<file path="src/rtl/counter_pkg.sv">
// Shared CPU constants used by the timer/tick counter.
//   COUNTER_WIDTH : default counter width in bits
//   DATA_WIDTH    : CPU data-bus width in bits
package counter_pkg;

    localparam int DATA_WIDTH    = 16;
    localparam int COUNTER_WIDTH = 16;

endpackage

</file>
<file path="src/rtl/counter.sv">
// Loadable free-running up-counter with a one-cycle overflow pulse.
// Serves as the CPU general timer/tick source.
//
// Ports:
//   clk      in   rising-edge clock
//   rst      in   asynchronous active-high reset, clears value and overflow
//   en       in   count enable, value increments on each enabled edge
//   we       in   write enable, loads data (takes priority over en)
//   data     in   parallel load value
//   value    out  current count (registered)
//   overflow out  one-cycle pulse after the edge that wraps all-ones to zero
module counter
    import counter_pkg::*;
#(
    parameter int WIDTH = COUNTER_WIDTH
) (
    input  logic             clk,
    input  logic             rst,
    input  logic             en,
    input  logic             we,
    input  logic [WIDTH-1:0] data,
    output logic [WIDTH-1:0] value,
    output logic             overflow
);

    always_ff @(posedge clk or posedge rst) begin
        if (rst) begin
            value    <= '0;
            overflow <= 1'b0;
        end else if (we) begin
            // A load never flags overflow, even when it lands on zero.
            value    <= data;
            overflow <= 1'b0;
        end else if (en) begin
            value    <= value + 1'b1;
            overflow <= &value;
        end else begin
            overflow <= 1'b0;
        end
    end

endmodule

</file>
<file path="config.mk">
export PLATFORM = sky130hd
export DESIGN_NAME = counter
export DESIGN_NICKNAME = d
export VERILOG_FILES = /design/src/rtl/counter_pkg.sv /design/src/rtl/counter.sv
export SDC_FILE = /design/constraint.sdc
export NUM_CORES = 1
export LEC_CHECK = 0
export CELL_PAD_IN_SITES_DETAIL_PLACEMENT = 1
export CELL_PAD_IN_SITES_GLOBAL_PLACEMENT = 1
export CORE_MARGIN = 5
export CORE_UTILIZATION = 32
export CTS_BUF_LIST = sky130_fd_sc_hd__clkbuf_4
export CTS_CLUSTER_DIAMETER = 200
export CTS_CLUSTER_SIZE = 12
export DETAILED_ROUTE_END_ITERATION = 16
export PLACE_DENSITY = 0.85
export SKIP_LAST_GASP = 1
export SYNTH_ARGS = -nofsm -noshare
export SYNTH_HDL_FRONTEND = slang
export SYNTH_SLANG_ARGS = --single-unit
</file>
<file path="constraint.sdc">
create_clock -name clk -period 1.9 [get_ports clk]
set_input_delay 0.285 -clock clk [delete_from_list [all_inputs] [get_ports clk]]
set_output_delay 0.285 -clock clk [all_outputs]
set_load 0.02 [all_outputs]
</file>
==> reports/qor.txt <==
root buffer selected by CTS: clkbuf_4
outcome: completed
hpwl dp: 2.01 mm
crit path time final: 1.71 ns
post-cts repair resize count: 0
critical path data required time: 1.62 ns
Hold Fails Final Rpt: 0
die extent in x: 63.5 microns
CTS tree: built
kind of critical path: flop to output port
Max FO, Critical Path: 4
fraction of layout instances using a drive strength above 1: 0.119
final critical-path share of the clock period: 0.901
flip-flop and latch count after synthesis: 17
final standard cell count with taps included and fillers excluded: 174
number of nets with antenna violations after detailed routing: 0
pin count of the biggest net entering global routing: 18
DR vias/cell: 4.96
final antenna diode count: 0
NumNets Final: 165
number of sinks driven by the clock tree: 17
routed length per placed instance: 14.5 microns
number of port buffers: 36
sequence of cells on the critical path: clkdlybuf4s50_1
Reg2Reg Launch Point: value[0]$_DFFE_PP0P_
sequential share of the synthesized area: 0.464
worst slew pin tran: 0.683 ns
number of buffers inserted to repair setup after CTS: 0
number of global-route vias before repair: 962
initial antenna violation count: 0
Max H-tree Level: 1
layout-stage area growth over the synthesis result: 51.7%
DRC Markers: 0
Slew Limit Headroom: 0.544
final setup fails: 0
Syn Area/Cell: 9.36 sq um
top cell family by delay on the critical path: buffers and inverters
netlist area before placement: 917 sq um
total wire length after detailed routing: 2.53 mm
Layout Utilization: 0.505
largest vdd supply drop: 0.475 mV
Clock Pin Slew Worst Setup and Hold Paths: 0.10 ns
max-slew violations: 0
total grt overflow: 0
Pre-Repair DR Iteration Count: 2
worst setup path endpoint: value[0]
power density cells: 662 nW/um^2
number of cell rows: 19
initial standard-cell utilization of the core: 0.333
final setup TNS: 0 ns
slack of the worst reg-to-reg path: 0.24 ns
number of primary I/O pins: 37
highest cell delay on the worst timing path: 0.66 ns
synthesized netlist net count: 119
Crit. End Element: output port
Crit path buffers/inverters: 1
arrival time worst endpoint: 1.43 ns
most used cells in the layout excluding fill and tap cells: 36 x clkdlybuf4s50_1, 19 x nand2_1, 17 x dfrtp_1
element type at the critical path start: flop
slowest cell on the critical path: clkdlybuf4s50_1
Worst Hold Class: input pin to asynchronous set/reset pin
clock latency on the worst-skew pair: 0.30 ns
Iter 0 DRT Violations: 24
depth of the worst register-to-register path: 5
vertical die dimension: 63.5 microns
CTS hold repair buffers: 0
achievable frequency: 584 MHz
total via count after detailed routing: 863
Core ar.: 2760 sq um
overall power after layout: 0.922 mW
number of distinct library cell variants in the gate-level netlist after synthesis: 22
MaxCap Viol Count: 0
setup repair after global routing missed its margin: no
minimum hold slack: 0.387 ns
Cell Count Post-Placement: 170
die footprint: 4040 sq um
Final GP Congestion: 0.780
logic depth of the worst path, buffers included: 1
worst setup skew after layout: 0.00219 ns
first element of the critical path: value[0]$_DFFE_PP0P_
Clock Path Buffers: 2
standby leakage power: 0.547 nW
Global Route Usage Sum: 0.133
most frequent standard cell in the layout excluding fill and tap cells: clkdlybuf4s50_1
total number of yosys warnings: 0
first-pass GRT wire length: 4.31 mm
cells after synthesis: 98
FF-to-FF End: value[14]$_DFFE_PP0P_
number of clock buffers inserted by TritonCTS: 3
==> registers in the layout (all words and copies together), names as in the netlist <==
name and count:
value 16, overflow 1
==> power by group <==
group	switching (mW)	leakage [nW]	internal [mW]	total, mW
registers	0.0476	0.207	0.396	0.443
logic	0.120	0.322	0.141	0.262
clock network	0.121	0.0184	0.0962	0.217
total	0.288	0.547	0.633	0.922
==> area by class of cell <==
cell class	count	area (sq um)
Clock buffer	4	30.0
Fill cell	328	1370
Inverter	5	18.8
Multi-Input combinational cell	73	458
Sequential cell	17	425
Tap cell	31	38.8
Timing Repair Buffer	44	420
==> Yosys cell counts <==
master	n	area, sq um
mux2i_1	1	10.0
clkbuf_1	2	7.51
xnor2_1	11	96.3
nand4_4	1	21.3
o211ai_1	1	7.51
nor3_1	3	15.0
inv_1	5	18.8
buf_4	1	7.51
dfrtp_1	17	425
nand4_1	3	18.8
nor4_1	5	31.3
ha_1	1	12.5
nand2_1	19	71.3
o21ai_0	13	65.1
xor2_1	3	26.3
nand3_1	3	15.0
or4_1	1	7.51
mux2_2	2	22.5
or3_4	1	11.3
nor2_1	3	11.3
or3_2	1	7.51
or2b_1	1	7.51
==> logic make-up after synthesis <==
| family | after synthesis | share of synthesized area |
|---|---|---|
| XOR/XNOR | 14 | 0.134 |
| adder cells (fa/ha/maj) | 1 | 0.0136 |
| flip-flops | 17 | 0.464 |
| multiplexers | 3 | 0.0355 |
| AO/OA/AOI/OAI | 14 | 0.0791 |
| buffers and inverters | 8 | 0.0368 |
| AND/OR/NAND/NOR | 41 | 0.237 |
==> routing by layer <==
metal / GRT usage / routed length [microns]
met2: 0.218 / 1220
met5: 0 / 0
met3: 0.0320 / 122
met1: 0.164 / 1150
met4: 0.0545 / 41
==> stage by stage <==
step	instance area (sq um)	setup slack [ns]
global placement	1360	-0.0465
finish	1390	0.188
CTS	1390	0.158
detailed placement	1360	-0.0818
floorplan	917	0.155
global route	1390	0.0879
==> worst min path at each step <==
stage	cells past startpoint	startpoint	slack [ns]	to
2_1_floorplan	1	rst	0.21	overflow$_DFF_PP0_
3_3_place_gp	2	value[15]$_DFFE_PP0P_	0.60	value[15]$_DFFE_PP0P_
3_5_place_dp	2	value[15]$_DFFE_PP0P_	0.61	value[15]$_DFFE_PP0P_
4_1_cts	2	rst	0.41	value[14]$_DFFE_PP0P_
5_1_grt	2	rst	0.47	value[8]$_DFFE_PP0P_
6_report	2	rst	0.39	value[14]$_DFFE_PP0P_
No activity file was read; power rests on OpenSTA's default activity.
